**config.mk**
```make
export PLATFORM = sky130hd
export DESIGN_NAME = m_usequencer_flat
export DESIGN_NICKNAME = d
export VERILOG_FILES = /design/src/rtl/m_usequencer_if.sv /design/src/rtl/m_usequencer.sv /design/src/flat_wrapper.sv
export SDC_FILE = /design/constraint.sdc
export NUM_CORES = 1
export LEC_CHECK = 0
export ABC_AREA = 0
export CORE_UTILIZATION = 40
export DETAILED_ROUTE_END_ITERATION = 10
export DONT_BUFFER_PORTS = 1
export MAX_ROUTING_LAYER = met4
export PLACE_DENSITY_LB_ADDON = 0.08
export RECOVER_POWER = 100
export SETUP_SLACK_MARGIN = 0.2
export SLEW_MARGIN = 20
export SYNTH_ARGS = -nofsm -noshare
export SYNTH_HDL_FRONTEND = slang
export SYNTH_SLANG_ARGS = --single-unit
```
**constraint.sdc**
```tcl
create_clock -name clk -period 2.3 [get_ports clk]
set_input_delay 0.46 -clock clk [delete_from_list [all_inputs] [get_ports clk]]
set_output_delay 0.46 -clock clk [all_outputs]
set_load 0.01 [all_outputs]
```
**src/rtl/m_usequencer_if.sv**
```systemverilog
// Bundle of signals between the decoder/shift/condition logic and the microcode sequencer.
// The master drives the request side; the sequencer (slave) returns the address and status.
interface m_usequencer_if #(
  parameter int SHIFT_W = 5
);
  logic [7:0]         rinx;
  logic               dispatch;
  logic [7:0]         dispatch_minx;
  logic               use_brcond;
  logic               brcond;
  logic               stall;
  logic               shift_start;
  logic [SHIFT_W-1:0] shift_amt;
  logic               trap_req;
  logic               irq_req;
  logic               irq_en;
  logic [7:0]         minx;
  logic               progress_ucode;
  logic               shifting;
  logic               trap_ack;
  logic               irq_ack;

  modport master (
    output rinx, dispatch, dispatch_minx, use_brcond, brcond, stall,
           shift_start, shift_amt, trap_req, irq_req, irq_en,
    input  minx, progress_ucode, shifting, trap_ack, irq_ack
  );

  modport slave (
    input  rinx, dispatch, dispatch_minx, use_brcond, brcond, stall,
           shift_start, shift_amt, trap_req, irq_req, irq_en,
    output minx, progress_ucode, shifting, trap_ack, irq_ack
  );
endinterface

```
**src/rtl/m_usequencer.sv**
```systemverilog
// Microcode sequencer: selects the next registered microcode address and freezes the
// microcode store during memory stalls and multi-cycle shifts.
module m_usequencer #(
  parameter logic [7:0] RESET_MINX = 8'h00,
  parameter logic [7:0] TRAP_MINX  = 8'hF0,
  parameter logic [7:0] IRQ_MINX   = 8'hF8,
  parameter int         SHIFT_W    = 5
) (
  input  logic            clk,
  input  logic            rst_n,
  m_usequencer_if.slave   bus
);
  typedef enum logic [1:0] {
    ST_RST   = 2'd0,
    ST_RUN   = 2'd1,
    ST_SHIFT = 2'd2
  } state_t;

  state_t             state_q, state_d;
  logic [7:0]         minx_q, minx_d;
  logic [SHIFT_W-1:0] cnt_q, cnt_d;
  logic               shifting_q, shifting_d;
  logic               trap_ack_q, trap_ack_d;
  logic               irq_ack_q, irq_ack_d;
  logic               trap_pend_q, trap_pend_d;

  always_ff @(posedge clk or negedge rst_n) begin
    if (!rst_n) begin
      state_q     <= ST_RST;
      minx_q      <= RESET_MINX;
      cnt_q       <= '0;
      shifting_q  <= 1'b0;
      trap_ack_q  <= 1'b0;
      irq_ack_q   <= 1'b0;
      trap_pend_q <= 1'b0;
    end else begin
      state_q     <= state_d;
      minx_q      <= minx_d;
      cnt_q       <= cnt_d;
      shifting_q  <= shifting_d;
      trap_ack_q  <= trap_ack_d;
      irq_ack_q   <= irq_ack_d;
      trap_pend_q <= trap_pend_d;
    end
  end

  always_comb begin
    state_d     = state_q;
    minx_d      = minx_q;
    cnt_d       = cnt_q;
    shifting_d  = shifting_q;
    trap_ack_d  = 1'b0;
    irq_ack_d   = 1'b0;
    trap_pend_d = trap_pend_q;

    unique case (state_q)
      ST_RST: begin
        state_d = ST_RUN;
      end

      ST_RUN: begin
        // A trap deferred from a shift wins over everything on the first RUN cycle.
        if (bus.trap_req || trap_pend_q) begin
          minx_d      = TRAP_MINX;
          trap_ack_d  = 1'b1;
          trap_pend_d = 1'b0;
        end else if (bus.stall) begin
          minx_d = minx_q;
        end else if (bus.irq_req && bus.irq_en && bus.dispatch) begin
          minx_d    = IRQ_MINX;
          irq_ack_d = 1'b1;
        end else if (bus.shift_start && (bus.shift_amt != '0)) begin
          cnt_d      = bus.shift_amt - SHIFT_W'(1);
          state_d    = ST_SHIFT;
          shifting_d = 1'b1;
        end else if (bus.shift_start) begin
          minx_d = bus.rinx;
        end else if (bus.dispatch) begin
          minx_d = bus.dispatch_minx;
        end else if (bus.use_brcond && bus.brcond) begin
          minx_d = {bus.rinx[7:1], 1'b1};
        end else begin
          minx_d = bus.rinx;
        end
      end

      ST_SHIFT: begin
        if (bus.trap_req) begin
          trap_pend_d = 1'b1;
        end
        if (cnt_q == '0) begin
          state_d    = ST_RUN;
          shifting_d = 1'b0;
          minx_d     = bus.rinx;
        end else begin
          cnt_d = cnt_q - SHIFT_W'(1);
        end
      end

      default: begin
        state_d = ST_RST;
      end
    endcase
  end

  assign bus.minx           = minx_q;
  assign bus.shifting       = shifting_q;
  assign bus.trap_ack       = trap_ack_q;
  assign bus.irq_ack        = irq_ack_q;
  assign bus.progress_ucode = (state_q == ST_RUN) && !bus.stall;
endmodule

```
**src/flat_wrapper.sv**
```systemverilog
// flat-port wrapper written by rule: the top's interface ports become plain ports
module m_usequencer_flat 
#(
  parameter logic [7:0] RESET_MINX = 8'h00,
  parameter logic [7:0] TRAP_MINX  = 8'hF0,
  parameter logic [7:0] IRQ_MINX   = 8'hF8,
  parameter int         SHIFT_W    = 5
)
  (clk, rst_n, bus_rinx, bus_dispatch, bus_dispatch_minx, bus_use_brcond, bus_brcond, bus_stall, bus_shift_start, bus_shift_amt, bus_trap_req, bus_irq_req, bus_irq_en, bus_minx, bus_progress_ucode, bus_shifting, bus_trap_ack, bus_irq_ack);
  m_usequencer_if #(.SHIFT_W(SHIFT_W)) bus_i ();
  input  logic clk;
  input  logic rst_n;
  input wire logic [$bits(bus_i.rinx)-1:0] bus_rinx;
  input wire logic [$bits(bus_i.dispatch)-1:0] bus_dispatch;
  input wire logic [$bits(bus_i.dispatch_minx)-1:0] bus_dispatch_minx;
  input wire logic [$bits(bus_i.use_brcond)-1:0] bus_use_brcond;
  input wire logic [$bits(bus_i.brcond)-1:0] bus_brcond;
  input wire logic [$bits(bus_i.stall)-1:0] bus_stall;
  input wire logic [$bits(bus_i.shift_start)-1:0] bus_shift_start;
  input wire logic [$bits(bus_i.shift_amt)-1:0] bus_shift_amt;
  input wire logic [$bits(bus_i.trap_req)-1:0] bus_trap_req;
  input wire logic [$bits(bus_i.irq_req)-1:0] bus_irq_req;
  input wire logic [$bits(bus_i.irq_en)-1:0] bus_irq_en;
  output wire logic [$bits(bus_i.minx)-1:0] bus_minx;
  output wire logic [$bits(bus_i.progress_ucode)-1:0] bus_progress_ucode;
  output wire logic [$bits(bus_i.shifting)-1:0] bus_shifting;
  output wire logic [$bits(bus_i.trap_ack)-1:0] bus_trap_ack;
  output wire logic [$bits(bus_i.irq_ack)-1:0] bus_irq_ack;
  assign bus_i.rinx = bus_rinx;
  assign bus_i.dispatch = bus_dispatch;
  assign bus_i.dispatch_minx = bus_dispatch_minx;
  assign bus_i.use_brcond = bus_use_brcond;
  assign bus_i.brcond = bus_brcond;
  assign bus_i.stall = bus_stall;
  assign bus_i.shift_start = bus_shift_start;
  assign bus_i.shift_amt = bus_shift_amt;
  assign bus_i.trap_req = bus_trap_req;
  assign bus_i.irq_req = bus_irq_req;
  assign bus_i.irq_en = bus_irq_en;
  assign bus_minx = bus_i.minx;
  assign bus_progress_ucode = bus_i.progress_ucode;
  assign bus_shifting = bus_i.shifting;
  assign bus_trap_ack = bus_i.trap_ack;
  assign bus_irq_ack = bus_i.irq_ack;
  m_usequencer #(.RESET_MINX(RESET_MINX), .TRAP_MINX(TRAP_MINX), .IRQ_MINX(IRQ_MINX), .SHIFT_W(SHIFT_W)) u_core (.clk(clk), .rst_n(rst_n), .bus(bus_i));
endmodule
```
Yosys cells after proc, flatten, opt, wreduce, memory -nomap -nowiden

Cells that the tools add are included.

Register bits: 19
Output and inout bits: 12
Logic and storage cells: 73

Add/subtract/negate cells: 2
Mux-type cells: 36
Reduce and logical (&&, ||, !) cells: 16
Eq/ne operators: 12

Operators by type and width:

| kind                  | number |
|---|---|
| $mux W8               | 7 |
| $mux W5               | 5 |
| $pmux W8 S2           | 1 |
| $mux W1               | 14 |
| $reduce_and A6 Y1     | 2 |
| $mux W2               | 5 |
| $ne A2 B2 Y1 const B  | 5 |
| $pmux W5 S2           | 1 |
| $sub A5 B1 Y5 const B | 2 |
| $ne A2 B1 Y1 const B  | 3 |
| $pmux W2 S3           | 1 |
| $logic_and A1 B1 Y1   | 5 |
| $logic_not A5 Y1      | 1 |
| $reduce_and A5 Y1     | 1 |
| $reduce_bool A5 Y1    | 1 |
| $ne A4 B2 Y1 const B  | 1 |
| $pmux W1 S2           | 2 |
| $reduce_and A4 Y1     | 1 |
| $ne A3 B2 Y1 const B  | 1 |
| $reduce_and A3 Y1     | 1 |
| $eq A2 B1 Y1 const B  | 1 |
| $eq A2 B2 Y1 const B  | 1 |
| $logic_not A2 Y1      | 1 |
| $reduce_bool A2 Y1    | 1 |
| other kinds (2)       | 2 |

Depth between registers and ports, before layout

Gate-level depths: netlist (run 1).

Depth after elaboration: 9
Depth in mapped cells: 9

Worst setup path after synthesis (run 1)

No wires, ideal clock.

Path type: register to register
From: register u_core.state_q[0]
To: register u_core.cnt_q[0]
Required time: 2175 ps
Buffers on the path: 1
Setup slack: 249 ps
Cell stages (with the launch flop): 8
Arrival time: 1926 ps
Clock period less this slack: 2051 ps
Cells stage by stage: dfrtp_1 -> inv_1 -> ha_1 -> clkbuf_1 -> inv_1 -> or3_4 -> and3_4 -> mux2_2

Longest elaborated chain between the ends: 3
Elaborated cells between the ends (all ways): 10
Those cells by class: eq/ne (7); mux (1); reduce/logical (2)

RTL lines:

| what                                           | RTL line           | RTL |
|---|---|---|
| start, declared                                | m_usequencer.sv:19 | `state_t state_q, state_d;` |
| start signal, assigned                         | m_usequencer.sv:37 | `state_q <= state_d;` |
| $eq A2 B1 Y1 or $eq A2 B2 Y1 (tied branches)   | m_usequencer.sv:56 | `unique case (state_q)` |
| $ne A2 B2 Y1 (no line) (tied with other cells) | -                  |  |
| $reduce_and A6 Y1 (no line)                    | -                  |  |
| end signal, assigned                           | m_usequencer.sv:39 | `cnt_q <= cnt_d;` |
| end, declared                                  | m_usequencer.sv:21 | `logic [SHIFT_W-1:0] cnt_q, cnt_d;` |

Several ways; a longest one is shown, not always the timed one.
A chain may end at the register's enable or synchronous reset.

Worst setup path after layout (run 1)

From: register u_core.cnt_q[3]
To: register u_core.minx_q[7] (netlist: u_core.bus.minx[7])

Longest elaborated chain between the ends: 3

RTL lines:

| what                        | RTL line           | RTL |
|---|---|---|
| $logic_not A5 Y1            | m_usequencer.sv:91 | `if (cnt_q == '0) begin` |
| $ne A2 B1 Y1 (no line)      | -                  |  |
| $reduce_and A4 Y1 (no line) | -                  |  |
| end signal, assigned        | m_usequencer.sv:38 | `minx_q <= minx_d;` |
| end, declared               | m_usequencer.sv:20 | `logic [7:0] minx_q, minx_d;` |

No other way between the ends.

==> results of run 1 <==
-- power groups by stage --
stage	logic (mW)	clock network, mW	registers (mW)
floorplan	0.565	0	0.593
global placement	0.714	0	0.614
detailed placement	0.727	0	0.616
CTS	0.761	0.185	0.609
global route	0.829	0.206	0.622
finish	0.734	0.180	0.598
-- cells in the mapped netlist --
cell      count  share of area [%]
a31oi_1       2               0.99
and2_1        1               0.50
nor3_1        2               0.80
or2_2         3                1.5
a31oi_4       1                1.7
mux2_2        8                7.2
nand2b_1      1               0.50
a21oi_1      10                4.0
nand3_1       6                2.4
a311oi_1      1               0.70
xnor2_1       2                1.4
nor2_1       11                3.3
a22o_1        1               0.70
a41oi_1       2                1.4
nor2b_1       1               0.50
nor4_1        1               0.50
nand2_1      19                5.7
ha_1          5                5.0
inv_1         6                1.8
and3_1        3                1.5
o21bai_2      1               0.89
o21ai_4       2                2.6
mux2i_1       7                5.6
a31o_2        1               0.70
o41ai_4       1                2.2
or4_4         2                1.8
o21a_1        1               0.60
o22ai_1       2               0.99
or3_4         1               0.89
o21ai_0       1               0.40
nand4_1       1               0.50
clkbuf_1      4                1.2
o211a_1       1               0.80
dfrtp_1      19                 38
buf_2         1               0.40
and3_4        1               0.89
-- through the flow --
step           cell area, sq um  utilization [%]  hold WS, ns
6_report                   1380             47.9        0.340
3_3_place_gp               1340             46.5        0.165
3_5_place_dp               1340             46.5        0.165
4_1_cts                    1390             48.3        0.337
5_1_grt                    1380             47.9        0.361
2_1_floorplan              1260                -        0.164
-- per-layer routing --
layer	routed length (um)	up-vias
met5	0	-
met4	22	0
met3	195	4
li1	-	491
met2	1320	41
met1	1290	475
-- cells by family (layout without fill, tap and decap cells) --
| logic type | count (synthesis) | in the layout | synth area share (%) |
|---|---|---|---|
| and+or+nand+nor | 53 | 53 | 21.2 |
| AOI/OAI and AO/OA | 27 | 27 | 18.6 |
| DFF | 19 | 19 | 37.8 |
| muxes | 15 | 15 | 12.7 |
| buffers and inverters | 11 | 20 | 3.38 |
| adders and majority gates | 5 | 5 | 4.97 |
| xor gates and xnor gates | 2 | 2 | 1.39 |
-- timing repair --
item / 4_1_cts / 5_1_grt
endpoints found under the setup margin: 7 / 11
hold buffers: 1 / 0
hold endpoints to repair: 19 / 0
gates resized for setup: 0 / 2
setup buffers: 2 / 1
pin swaps: 1 / 0
-- flip-flops by register name, summed over array words and instances, names as in the netlist --
name                 flops
u_core.bus.trap_ack      1
u_core.bus.minx          8
u_core.bus.irq_ack       1
u_core.bus.shifting      1
u_core.trap_pend_q       1
u_core.cnt_q             5
u_core.state_q           2
-- critical path: stages (launching register included) --
cell and delay (ns):
dfrtp_1 0.40, or4_1 0.61, o21ai_4 0.18, nand2_1 0.10
a31oi_4 0.30, mux2_2 0.38
-- worst max path at each step --
stage / from / to / slack [ns] / cells after the start
global route: u_core.cnt_q[3] / u_core.bus.minx[1] / 0.15 / 5
CTS: u_core.state_q[0] / u_core.cnt_q[3] / 0.20 / 8
floorplan: u_core.state_q[0] / u_core.cnt_q[0] / 0.25 / 7
detailed placement: bus_shift_amt[2] / u_core.bus.minx[6] / 0.14 / 5
global placement: bus_shift_amt[2] / u_core.bus.minx[4] / 0.16 / 5
finish: u_core.cnt_q[3] / u_core.bus.minx[7] / 0.23 / 5
-- final cells by class --
class / instances / area, sq um / area share (%)
multi-input combinational: 102 / 729 / 53.0
sequential: 19 / 475 / 34.5
timing repair buffer: 10 / 70.1 / 5.09
tap: 42 / 52.6 / 3.81
clock buffer: 3 / 22.5 / 1.63
inverter: 6 / 22.5 / 1.63
clock inverter: 1 / 5.00 / 0.363
-- placed cells by master, fill, tap and decap left out, types with 2 or more instances in the layout --
master,netlist,layout
nand2_1,19,19
dfrtp_1,19,19
nor2_1,11,11
a21oi_1,10,10
mux2_2,8,8
mux2i_1,7,7
buf_4,0,7
inv_1,6,6
nand3_1,6,6
and3_1,3,4
ha_1,5,4
clkbuf_4,0,3
or2_2,3,2
o21ai_4,2,2
xnor2_1,2,2
o22ai_1,2,2
a41oi_1,2,2
nor3_1,2,2
a31oi_1,2,2
clkbuf_1,4,2
==> metrics, run 1 <==
post-route worst setup slack=0.232 ns; insertion delay to the later sink of the worst-skew pair=0.30 ns; dpl cells=175; Place WS=0.143 ns; final antenna diode count=0; total power=1.51 mW; gr usage total=19.1%; Max clock buf depth=2; Pint=896 uW; std cell rows=19; via/cell ratio=5.52; CP Data Arrival Time=2.26 ns; Max Cap Viol=0; TritonRoute pass-1 iters=5; Pwr Density=1100 nW/um^2; Syn Std Cell Area=1260 sq um; Post-DRT Antenna Nets=0; initial antenna violation count=0; Port Buffer Count=0; Critical Path Source Type=flip-flop; met3 Resource Use GR=3.79%; fraction of layout cells with a size suffix above 1=20.6%; outcome=completed; worst r2r path cells=5; vias=1011; DRT Wirelength=2830 um; RSZ-0062 raised after global routing=true; data required time at the worst endpoint=2.49 ns; Yosys reg bits=19; Layout Cells excl Fill=183; Comb pwr share=48.6%; area grow syn2layout=9.44%; clock skew=0.00825 ns; sequential share of the synthesized area=37.8%; Die Y=58.1 um; hold-critical path endpoint=u_core.bus.trap_ack; first-pass GRT wire length=4760 um; P_leak=0.580 nW; fmax=484 MHz; gr ovfl total=0; synthesized area per cell=9.54 sq um; post-DP HPWL=2110 um; r2r setup slk=0.23 ns; hold path cells=2; Max VDD drop=0.421 mV; critical-path maximum fanout=8; Mapped Nets=168; 1st-iter DRT viols=41; Die Wd=58.1 um; Avg WL per Cell=15.5 um; crit path capture type=flip-flop; switching share of total power=40.7%; Worst R2R End=u_core.bus.minx[7]; minimum clock period=2.07 ns; Reg power frac=39.5%; fin. max-slew vios=0; Hold Crit Start=bus_trap_req; Reg clk slew, reported paths=0.13 ns; io pins=43; Ys Warns=0; CTS H-tree depth=1; Synth cell types=36; Final nets=178; share of the clock period used by the worst path=89.9%; crit path kind=reg2reg; met2 Use GR=27.9%; die area=3380 sq um; worst slew pin tran=0.899 ns; # DRC=0; Setup TNS=0 ns; Worst R2R Start=u_core.cnt_q[3]; cell count after synthesis=132; gpl congestion=0.787; initial core utilization=43.8%; Hold Crit Class=in2reg; placeable core region=2880 sq um; Filler cells=285; GR Util met1=26.8%; clk sinks=19; gr busiest metal=met2; Root Buffer=clkbuf_4; Clk pwr share=11.9%; TritonCTS clock tree=yes; cts bufs inserted=3; NetSw=616 uW; final hold violations=0; largest net degree at the start of global routing=20; Slew HR=39.9%; vias in the first global route=981; Setup-failing EPs final=0
Note: power is estimated with default switching activity, not from simulation.
==> run 2, diff against run 1 <==
- CORE_UTILIZATION: 40 -> 62
==> metrics, run 2 (synthesis gave the netlist of run 1 again) <==
Root Buffer=clkbuf_4; Avg WL per Cell=16.5 um; TritonCTS clock tree=yes; vias in the first global route=947; fin. max-slew vios=0; largest net degree at the start of global routing=20; cts bufs inserted=3; final hold violations=0; total power=1.46 mW; Max VDD drop=0.636 mV; Slew HR=41.6%; vias=1024; gr usage total=27.5%; area grow syn2layout=4.67%; Setup Buffers After CTS=0; insertion delay to the later sink of the worst-skew pair=0.31 ns; critical-path maximum fanout=8; Max Cap Viol=0; Max clock buf depth=2; Place WS=0.150 ns; Setup TNS=0 ns; Filler cells=149; gpl congestion=0.867; first-pass GRT wire length=4130 um; initial antenna violation count=0; commonest cells after routing, fill and taps aside=nand2_1 (19), dfrtp_1 (19), nor2_1 (11), a21oi_1 (10), mux2_2 (8); CTS H-tree depth=1; max reg flops=8; CP Data Arrival Time=2.30 ns; io pins=43; fraction of layout cells with a size suffix above 1=20.4%; Util after Layout=72.4%; post-route worst setup slack=0.202 ns; clk sinks=19; Setup-failing EPs final=0; std cell rows=15; post-DP HPWL=2040 um; via/cell ratio=6.32; crit path capture type=flip-flop; RSZ-0062 raised after global routing=false; Pwr Density=1110 nW/um^2; gr ovfl total=0; clock skew=0.00163 ns; Port Buffer Count=0; 1st-iter DRT viols=19; Post-DRT Antenna Nets=0; TritonRoute pass-1 iters=4; Crit path largest cell delay=0.60 ns; Die Y=47.1 um; # DRC=0; initial core utilization=69.1%; P_leak=0.563 nW; Die Wd=47.1 um; Hold Crit Class=in2reg; minimum clock period=2.10 ns; share of the clock period used by the worst path=91.2%; fmax=477 MHz; crit-path cells=or4_1, o21ai_4, nand2_1, a31oi_4, mux2_2; worst slew pin tran=0.874 ns; DRT Wirelength=2680 um; critical path's slowest cell=or4_1; final antenna diode count=0; Final nets=174; data required time at the worst endpoint=2.50 ns; die area=2210 sq um; Critical Path Source Type=flip-flop; crit path kind=reg2reg; outcome=completed; Reg clk slew, reported paths=0.11 ns; placeable core region=1820 sq um
[run 2: cell count changes in the layout (fill, tap and decap cells not counted)]
cell | before | now
buf_4 | 7 | 3
clkbuf_1 | 2 | 1
clkbuf_2 | 0 | 1
mux2i_1 | 7 | 6
mux2i_2 | 0 | 1
o41ai_1 | 0 | 1
o41ai_4 | 1 | 0
or2_0 | 1 | 0
or2_2 | 2 | 3
or3_1 | 1 | 0
or3_4 | 0 | 1
[run 2: worst paths after layout]
check                           startpoint                   to  slack, ns  depth (start not counted)
hold / removal                bus_trap_req  u_core.bus.trap_ack       0.33                          2
max in group asynchronous            rst_n      u_core.cnt_q[1]       1.07                          1
setup reg to reg           u_core.cnt_q[2]   u_core.bus.minx[1]       0.20                          5
hold reg to reg            u_core.cnt_q[1]      u_core.cnt_q[1]       0.56                          2
min in group asynchronous            rst_n    u_core.state_q[1]       0.70                          1
setup / recovery           u_core.cnt_q[2]   u_core.bus.minx[1]       0.20                          5
[run 2: layout make-up]
class | instances | area, sq um | share of cell area, %
inverter | 6 | 22.5 | 1.71
multi-input combinational | 102 | 719 | 54.6
clock buffer | 3 | 22.5 | 1.71
tap | 25 | 31.3 | 2.37
timing repair buffer | 6 | 41.3 | 3.13
sequential | 19 | 475 | 36.1
clock inverter | 1 | 5.00 | 0.380
[run 2: routing by layer]
| layer | vias to the layer above | part of all wire (%) | GRT usage (%) |
|---|---|---|---|
| met2 | 48 | 49 | 45.6 |
| met5 | - | 0 | - |
| met4 | 0 | 1.4 | 8.57 |
| met1 | 493 | 42 | 33.8 |
| li1 | 478 | - | - |
| met3 | 5 | 7.4 | 5.38 |
[run 2: what timing repair did]
item,4_1_cts,5_1_grt
cloned,0,0
hold buffers,1,0
resized for setup,1,3
hold endpoints to repair,19,0
pin swaps,0,0
endpoints found under the setup margin,3,4
[run 2: power by group]
group          switching (mW)  internal (mW)  leakage, nW
clock network           0.111         0.0650       0.0177
registers               0.144          0.472        0.226
logic                   0.350          0.322        0.319
total                   0.604          0.859        0.563
[run 2: through the flow]
stage,cell area (sq um),instances,hold slack (ns)
6_report,1320,162,0.331
5_1_grt,1320,162,0.352
4_1_cts,1350,162,0.337
3_5_place_dp,1310,157,0.165
3_3_place_gp,1310,157,0.165
2_1_floorplan,1260,132,0.164
[run 2: critical path, delay by kind of cell, from the launching register on]
kind             cells  cell delay (ns)
flip-flops           1             0.45
AO/OA/AOI/OAI        2             0.47
multiplexers         1             0.38
AND/OR/NAND/NOR      2             0.70
